[src/rtl/uart_tx_frame.sv]
// uart_tx_frame: 8N1 UART transmitter, one byte per vld_tx/rdy_tx handshake.
// Optional macro UART_TX_PARITY_EN inserts an even-parity bit between data and stop.
module uart_tx_frame #(
   parameter int CLKS_PER_BIT = 8
) (
   input  logic       clk,
   input  logic       rst,
   input  logic [7:0] din,
   input  logic       vld_tx,
   output logic       rdy_tx,
   output logic       txd,
   output logic       busy,
   output logic       tx_done
);

   localparam int            TW          = $clog2(CLKS_PER_BIT);
   localparam logic [TW-1:0] LP_BIT_LAST = TW'(CLKS_PER_BIT - 1);

`ifdef UART_TX_PARITY_EN
   typedef enum logic [2:0] {S_IDLE, S_START, S_DATA, S_PARITY, S_STOP} state_t;
`else
   typedef enum logic [1:0] {S_IDLE, S_START, S_DATA, S_STOP} state_t;
`endif

   state_t        r_state, w_state_nxt;
   logic [TW-1:0] r_timer, w_timer_nxt;
   logic [2:0]    r_idx,   w_idx_nxt;
   logic [7:0]    r_shreg, w_shreg_nxt;
   logic          r_txd,   w_txd_nxt;
   logic          r_rdy,   w_rdy_nxt;
   logic          r_busy,  w_busy_nxt;
   logic          r_done,  w_done_nxt;
   logic          w_bit_end;
`ifdef UART_TX_PARITY_EN
   logic          r_par,   w_par_nxt;
`endif

   assign w_bit_end = (r_timer == LP_BIT_LAST);

   // NOTE: every flop, shift register included, takes the async reset so an
   // aborted frame leaves no stale state and txd snaps straight back to idle-high.
   always_ff @(posedge clk or posedge rst) begin
      if (rst) begin
         r_state <= S_IDLE;
         r_timer <= '0;
         r_idx   <= '0;
         r_shreg <= '0;
         r_txd   <= 1'b1;
         r_rdy   <= 1'b1;
         r_busy  <= 1'b0;
         r_done  <= 1'b0;
`ifdef UART_TX_PARITY_EN
         r_par   <= 1'b0;
`endif
      end else begin
         // NOTE: non-blocking so every flop samples the pre-edge values.
         r_state <= w_state_nxt;
         r_timer <= w_timer_nxt;
         r_idx   <= w_idx_nxt;
         r_shreg <= w_shreg_nxt;
         r_txd   <= w_txd_nxt;
         r_rdy   <= w_rdy_nxt;
         r_busy  <= w_busy_nxt;
         r_done  <= w_done_nxt;
`ifdef UART_TX_PARITY_EN
         r_par   <= w_par_nxt;
`endif
      end
   end

   always_comb begin
      // NOTE: hold-value defaults first keep this block free of latches.
      w_state_nxt = r_state;
      w_timer_nxt = r_timer;
      w_idx_nxt   = r_idx;
      w_shreg_nxt = r_shreg;
      w_txd_nxt   = r_txd;
      w_rdy_nxt   = r_rdy;
      w_busy_nxt  = r_busy;
      w_done_nxt  = 1'b0;
`ifdef UART_TX_PARITY_EN
      w_par_nxt   = r_par;
`endif

      if (r_state != S_IDLE) begin
         w_timer_nxt = w_bit_end ? '0 : r_timer + TW'(1);
      end

      // Each branch sets the line level for the *next* bit, so txd stays a pure flop.
      case (r_state)
         S_IDLE: begin
            if (vld_tx) begin
               w_state_nxt = S_START;
               w_shreg_nxt = din;
               w_timer_nxt = '0;
               w_idx_nxt   = '0;
               w_txd_nxt   = 1'b0;
               w_rdy_nxt   = 1'b0;
               w_busy_nxt  = 1'b1;
`ifdef UART_TX_PARITY_EN
               w_par_nxt   = ^din;
`endif
            end
         end
         S_START: begin
            if (w_bit_end) begin
               w_state_nxt = S_DATA;
               w_txd_nxt   = r_shreg[0];
            end
         end
         S_DATA: begin
            if (w_bit_end) begin
               if (r_idx == 3'd7) begin
`ifdef UART_TX_PARITY_EN
                  w_state_nxt = S_PARITY;
                  w_txd_nxt   = r_par;
`else
                  w_state_nxt = S_STOP;
                  w_txd_nxt   = 1'b1;
`endif
               end else begin
                  w_idx_nxt   = r_idx + 3'd1;
                  w_shreg_nxt = {1'b0, r_shreg[7:1]};
                  w_txd_nxt   = r_shreg[1];
               end
            end
         end
`ifdef UART_TX_PARITY_EN
         S_PARITY: begin
            if (w_bit_end) begin
               w_state_nxt = S_STOP;
               w_txd_nxt   = 1'b1;
            end
         end
`endif
         S_STOP: begin
            if (w_bit_end) begin
               w_state_nxt = S_IDLE;
               w_rdy_nxt   = 1'b1;
               w_busy_nxt  = 1'b0;
               w_done_nxt  = 1'b1;
            end
         end
         default: begin
            w_state_nxt = S_IDLE;
            w_txd_nxt   = 1'b1;
            w_rdy_nxt   = 1'b1;
            w_busy_nxt  = 1'b0;
         end
      endcase
   end

   assign rdy_tx  = r_rdy;
   assign txd     = r_txd;
   assign busy    = r_busy;
   assign tx_done = r_done;

endmodule

[config.mk]
export PLATFORM = sky130hd
export DESIGN_NAME = uart_tx_frame
export DESIGN_NICKNAME = d
export VERILOG_FILES = /design/src/rtl/uart_tx_frame.sv
export SDC_FILE = /design/constraint.sdc
export NUM_CORES = 1
export LEC_CHECK = 0
export CAP_MARGIN = 20
export CORE_MARGIN = 2
export CORE_UTILIZATION = 57
export DETAILED_ROUTE_END_ITERATION = 8
export PLACE_DENSITY = 0.93
export SLEW_MARGIN = 20
export SYNTH_ARGS = -nofsm -noshare
export SYNTH_HDL_FRONTEND = slang
export SYNTH_SLANG_ARGS = --single-unit
[constraint.sdc]
create_clock -name clk -period 5.45 [get_ports clk]
set_clock_uncertainty 0.2 [all_clocks]
set_input_delay 0.545 -clock clk [delete_from_list [all_inputs] [get_ports clk]]
set_output_delay 0.545 -clock clk [all_outputs]
set_load 0.01 [all_outputs]
==> results_dict.tcl <==
set metrics [dict create \
    status "complete, no violations" \
    maxSlewViolCount 0 \
    drt_iter0_markers 17 \
    cts.sinks 20 \
    antenna_found_initial 0 \
    fp.dieW_um 47.7 \
    syn-instance-count 104 \
    syn-cell-area_um2 1090 \
    routed_wl_mm 1.89 \
    drt_pass1_iterations 4 \
    clkLatencyLatePin_ns 0.30 \
    drive_above_1_share_pct 12.7 \
    final.setup.tns_ns 0 \
    yosysSeqAreaShare_pct 46.2 \
    nets 139 \
    placedCellCount 139 \
    fin_hold_ws_ns 0.301 \
    fin_cells 143 \
    grt_max_degree 21 \
    ys_top_cells_by_area "dfrtp_1, ha_1, mux2i_1" \
    synth_top_cell_area_share_pct 41.3 \
    antenna_cells 0 \
    placement.io_buffers 14 \
    cts-hold-fix-buffers 0 \
    coreArea_um2 1760 \
    vias 789 \
    max_slew_margin_pct 50.2 \
    ys_ff_latch 20 \
    cp-start-kind "flop" \
    grt_pass1_wl_mm 3.02 \
    ant_nets 0 \
    max_freq_mhz 380 \
    route.detailed.drc 0 \
    setup_viol 0 \
    gp_congestion 0.769 \
    end_kind "flop" \
    cts_tree "done" \
    max_cap_viol_count 0 \
    syn_area_per_cell_um2 10.5 \
    root_buffer "clkbuf_4" \
    area_delta_synth_final_pct 16.5 \
    place_area_um2 1230 \
    min_path_type "reg -> reg" \
    leakagePower_nw 0.575 \
    worstMarginPinSlew_ns 0.746 \
    cts_buffers 3 \
    p_total_uw 657 \
    ir_drop_uv 314 \
    initial_core_util_pct 61.8 \
    post-route-period-util_pct 48.2 \
    num_rows 15 \
    dp_hpwl_mm 1.43 \
    yosys_warnings 0 \
    ys.flop_type "dfrtp_1" \
    power_density_nw_per_um2 517 \
    hold_viol_final 0 \
    synthArstFlopShare_pct 100 \
    cts_setup_buffers 0 \
    cp_data_required_time_ns 5.44 \
    ioPinCount 15 \
    yosysMostFrequentCell "dfrtp_1" \
    clk_path_buf_depth 2 \
    synth_edf_count 0 \
    arrival_ns 2.62 \
    die_area_um2 2280 \
    r2r_slack_ns 2.82 \
    cts.repair.resized 0 \
    htree_levels 1 \
    overflow 0 \
    grt_pass1_vias 734 \
    fin_crit_ns 2.63 \
    routed_via_density 5.52 \
    crit_fanout 18 \
    rsz0062_at_grt "no" \
    track_usage_pct 19.5 \
    synth_cell_types 27 \
    die_y_um 47.7 \
    synth_fp_nets 124 \
    synth_area_leader_cell "dfrtp_1" \
    synthTopCellsByCount "dfrtp_1, inv_1, ha_1, nand2_1" \
    post-route-cell-area_um2 1270 \
    critPathKind "reg -> reg" \
    wl_per_cell_um 13.2 \
    clk_pin_slew_ns 0.11 \
]
==> power breakdown <==
| part | internal [mW] | switching, mW | leakage [nW] |
|---|---|---|---|
| Combinational | 0.154 | 0.166 | 0.319 |
| Clock | 0.0407 | 0.0432 | 0.0210 |
| Sequential | 0.213 | 0.0407 | 0.235 |
==> final timing paths <==
path,start,endpoint,cells past startpoint
min in group asynchronous,rst,r_shreg[6],2
hold reg to reg,r_timer[1],r_timer[1],2
setup reg to reg,r_state[0],r_idx[0],5
max in group asynchronous,rst,tx_done,2
hold / removal,r_timer[1],r_timer[1],2
setup / recovery,r_state[0],r_idx[0],5
==> layout make-up <==
type / count / area (um2)
fillers: 137 / 494
clock buffers: 4 / 36.3
flip-flops and latches: 20 / 503
multi-input cells: 70 / 522
inverters: 10 / 37.5
repair buffers: 14 / 140
well taps: 25 / 31.3
==> critical path: stages, from the launching register on <==
cell and delay (ns):
dfrtp_1 0.43, inv_1 0.09, ha_1 0.64, mux2i_1 0.25
a21oi_2 0.51, mux2_2 0.41
==> cell families (layout without fill, tap and decap cells) <==
| group | count (synthesis) | after routing | synth area share, % |
|---|---|---|---|
| flops | 20 | 20 | 46.2 |
| compound gates | 26 | 26 | 16.4 |
| buf+inv | 14 | 28 | 5.97 |
| mux | 11 | 11 | 10.4 |
| fa+ha+maj | 9 | 9 | 10.3 |
| simple gates | 24 | 24 | 10.7 |
==> flip-flops by register name, summed over array words and instances (netlist names) <==
signal and cells:
txd 1, r_timer 3, r_shreg 8, r_state 2, tx_done 1, r_idx 3, rdy_tx 1, busy 1
==> layer usage <==
metal  track usage [%]  part of all wire, %
met2              36.0                   51
met1              20.5                   44
met5                 0                    0
met3              3.40                  2.6
met4              10.8                  2.2
==> metrics by stage <==
stage / utilization [%] / worst slack (ns)
after floorplan: - / 3.37
after global placement: 69.9 / 2.94
after detailed placement: 69.9 / 2.84
after CTS: 72.0 / 2.83
after global routing: 72.0 / 2.64
final: 72.0 / 2.82
==> cell usage in the layout (no fill, tap or decap), types with 2 or more instances in the layout <==
cell type         n
mux2_2            3
o21ai_0           8
dfstp_2           2
clkbuf_4          3
a22o_1            4
nand2_1           9
inv_1            10
nor2_1            8
nand2b_1          2
a21oi_1           7
clkdlybuf4s50_1  14
mux2i_1           8
o31ai_1           2
ha_1              9
dfrtp_1          18
No activity file was read; power rests on OpenSTA's default activity.
==> RTL change: new RTL, same settings <==
The 4 states of `state_t` get a one-hot encoding in 4 bits.
--- a/src/rtl/uart_tx_frame.sv
+++ b/src/rtl/uart_tx_frame.sv
@@ -19,7 +19,7 @@
 `ifdef UART_TX_PARITY_EN
    typedef enum logic [2:0] {S_IDLE, S_START, S_DATA, S_PARITY, S_STOP} state_t;
 `else
-   typedef enum logic [1:0] {S_IDLE, S_START, S_DATA, S_STOP} state_t;
+   typedef enum logic [3:0] {S_IDLE = 4'b0001, S_START = 4'b0010, S_DATA = 4'b0100, S_STOP = 4'b1000} state_t;
 `endif
 
    state_t        r_state, w_state_nxt;
Formal check against the unedited RTL: no difference found for any inputs over 10 cycles, from zero or initial values and one cycle with rst high; not proved beyond that.
==> RTL change against the original RTL <==
- sequential share of layout area is 2.1 points higher
- global-route usage is 0.35 points higher
- largest cell class is now registers
- critical endpoint is now r_shreg[6]
- sequential cell count is 2 higher
- routed wire length is 16% higher
- largest power group is now sequential cells
- area after synthesis is 9.4% higher
- utilization is 4.2 points lower
- setup slack better by 0.35 ns
- total power is 12% lower
- critical path type unchanged
- sequential power is 12% higher
- highest routed layer unchanged
- hold slack better by 0.0011 ns
- die area is 8.6% higher
- design area is 4.7% higher
==> RTL change: results (changes against the original RTL) <==
The sequential-to-total area share from yosys stat came out at 46.48% (was 46.15%). The number of cells after detailed placement came to 148 (was 139). The largest net degree at the start of global routing is 23 (was 21). The number of buffers inserted during clock tree synthesis came out at 3 (unchanged). The last weighted congestion value of the routability-driven placer came out at 0.7839 (was 0.7694).

The average wire per standard cell is 14.46 microns (was 13.23 microns). The number of buffer cells added on primary ports is 14 (unchanged). The fraction of synthesis flops using an asynchronous set or reset pin is 100.0% (unchanged). The sequential group power came out at 0.000284 W (was 0.000253 W).

The Yosys warning count was 0 (unchanged). The headroom to the max-slew limit is 41.56% (was 50.19%). The cell leakage power was 0.5773 nW (was 0.5749 nW). The largest incremental delay on the critical path came to 0.76 ns (was 0.64 ns). The peak supply drop is 272.4 uV (was 314.2 uV). The wire length of the first global-routing pass came to 3705 microns (was 3015 microns).

The post-synth net total is 130 (was 124). The cell family contributing the most delay on the critical path is compound AO/OA/AOI/OAI gates (was multiplexers). Run status: finished, final reports clean (unchanged). The routed via count is 857 (was 789).

The total wirelength of the detailed-routed design came out at 2198 microns (was 1892 microns). The top flip-flop cell by instance count after synthesis is sky130_fd_sc_hd__dfrtp_1 (unchanged). The layout net count is 141 (was 139). Registers with the most flip-flops: r_shreg: 8 flops, r_state: 4 flops (was r_shreg: 8 flops, r_idx: 3 flops, r_timer: 3 flops).

The clock network fraction of total power came out at 13.2% (was 12.8%). The depth of the most critical reg-to-reg path came out at 4 (was 5). Commonest cells post-synth: 19 x sky130_fd_sc_hd__dfrtp_1, 15 x sky130_fd_sc_hd__nand2_1, 9 x sky130_fd_sc_hd__o21ai_1 (was 18 x sky130_fd_sc_hd__dfrtp_1, 10 x sky130_fd_sc_hd__inv_1, 9 x sky130_fd_sc_hd__ha_1, 9 x sky130_fd_sc_hd__nand2_1).

Cell types with the largest area share after synthesis: sky130_fd_sc_hd__dfrtp_1 40%, sky130_fd_sc_hd__dfstp_2 6.6%, sky130_fd_sc_hd__mux2i_1 5.9% (was sky130_fd_sc_hd__dfrtp_1 41%, sky130_fd_sc_hd__ha_1 10%, sky130_fd_sc_hd__mux2i_1 7.3%). The antenna diode count is 0 (unchanged). The number of unique standard cell types used by synthesis came out at 33 (was 27).

The share of layout cells above drive strength 1 came out at 10.40% (was 12.71%). The synthesized instance count is 115 (was 104). The number of instances resized during post-cts repair is 0 (unchanged). The largest driver fanout on the critical path came out at 22 (was 18). The total routing usage reported by global routing came to 19.81% (was 19.46%).

The sum of net half-perimeters after detailed placement is 1535 microns (was 1431 microns). The number of setup buffers added after CTS came out at 0 (unchanged). The number of antenna violations at the first check in global routing came to 0 (unchanged). The cell internal power dissipation came out at 0.0003677 W (was 0.0004073 W). The critical path arrival came out at 2.23 ns (was 2.62 ns). The initial DRC count came to 18 (was 17).

The highest-delay cell along the critical path is sky130_fd_sc_hd__a32oi_2 (was sky130_fd_sc_hd__ha_1).
[RTL change: metal layers]
metal | up-vias | routed length, microns | track usage, %
met3 | 2 | 69 | 3.939
met1 | 414 | 950 | 23.08
met2 | 17 | 1165 | 34.67
met4 | 0 | 12 | 9.259
li1 | 424 | - | -
met5 | - | 0 | 0
[RTL change: final timing paths]
kind,startpoint,endpoint,slack (ns)
worst max register to register,r_timer[0],r_shreg[6],3.17
max in group asynchronous,rst,busy,4.05
worst min register to register,r_shreg[2],r_shreg[2],0.30
min in group asynchronous,rst,r_state[1],0.49
worst min-delay path,r_shreg[2],r_shreg[2],0.30
worst max-delay path,r_timer[0],r_shreg[6],3.17
[RTL change: logic make-up (layout without fill, tap and decap cells)]
group / Yosys count / in the layout / share of synthesized area, %
simple gates: 38 / 38 / 19.31
flops: 22 / 22 / 46.49
mux: 9 / 9 / 7.765
buf+inv: 14 / 24 / 7.135
compound gates: 28 / 28 / 15.11
fa+ha+maj: 4 / 4 / 4.197
[RTL change: area by class of cell]
type,count,area [sq um]
Multi-Input combinational cell,79,553.0
Clock buffer,4,26.28
Inverter,6,22.52
Fill cell,176,631.9
Sequential cell,22,554.3
Timing Repair Buffer,14,140.1
Tap cell,27,33.78
[RTL change: stage by stage]
| stage | total power, W | instance area, sq um | hold WS [ns] | setup WS [ns] | utilization [%] |
|---|---|---|---|---|---|
| after floorplan | 0.0004557 | 1192 | 0.2495 | 3.559 | - |
| after global placement | 0.0004865 | 1304 | 0.2669 | 3.148 | 66.45 |
| after detailed placement | 0.0005038 | 1304 | 0.2811 | 3.015 | 66.45 |
| after CTS | 0.0005813 | 1330 | 0.3098 | 3.147 | 67.79 |
| after global routing | 0.0006168 | 1330 | 0.3300 | 3.006 | 67.79 |
| final | 0.0005749 | 1330 | 0.3024 | 3.168 | 67.79 |
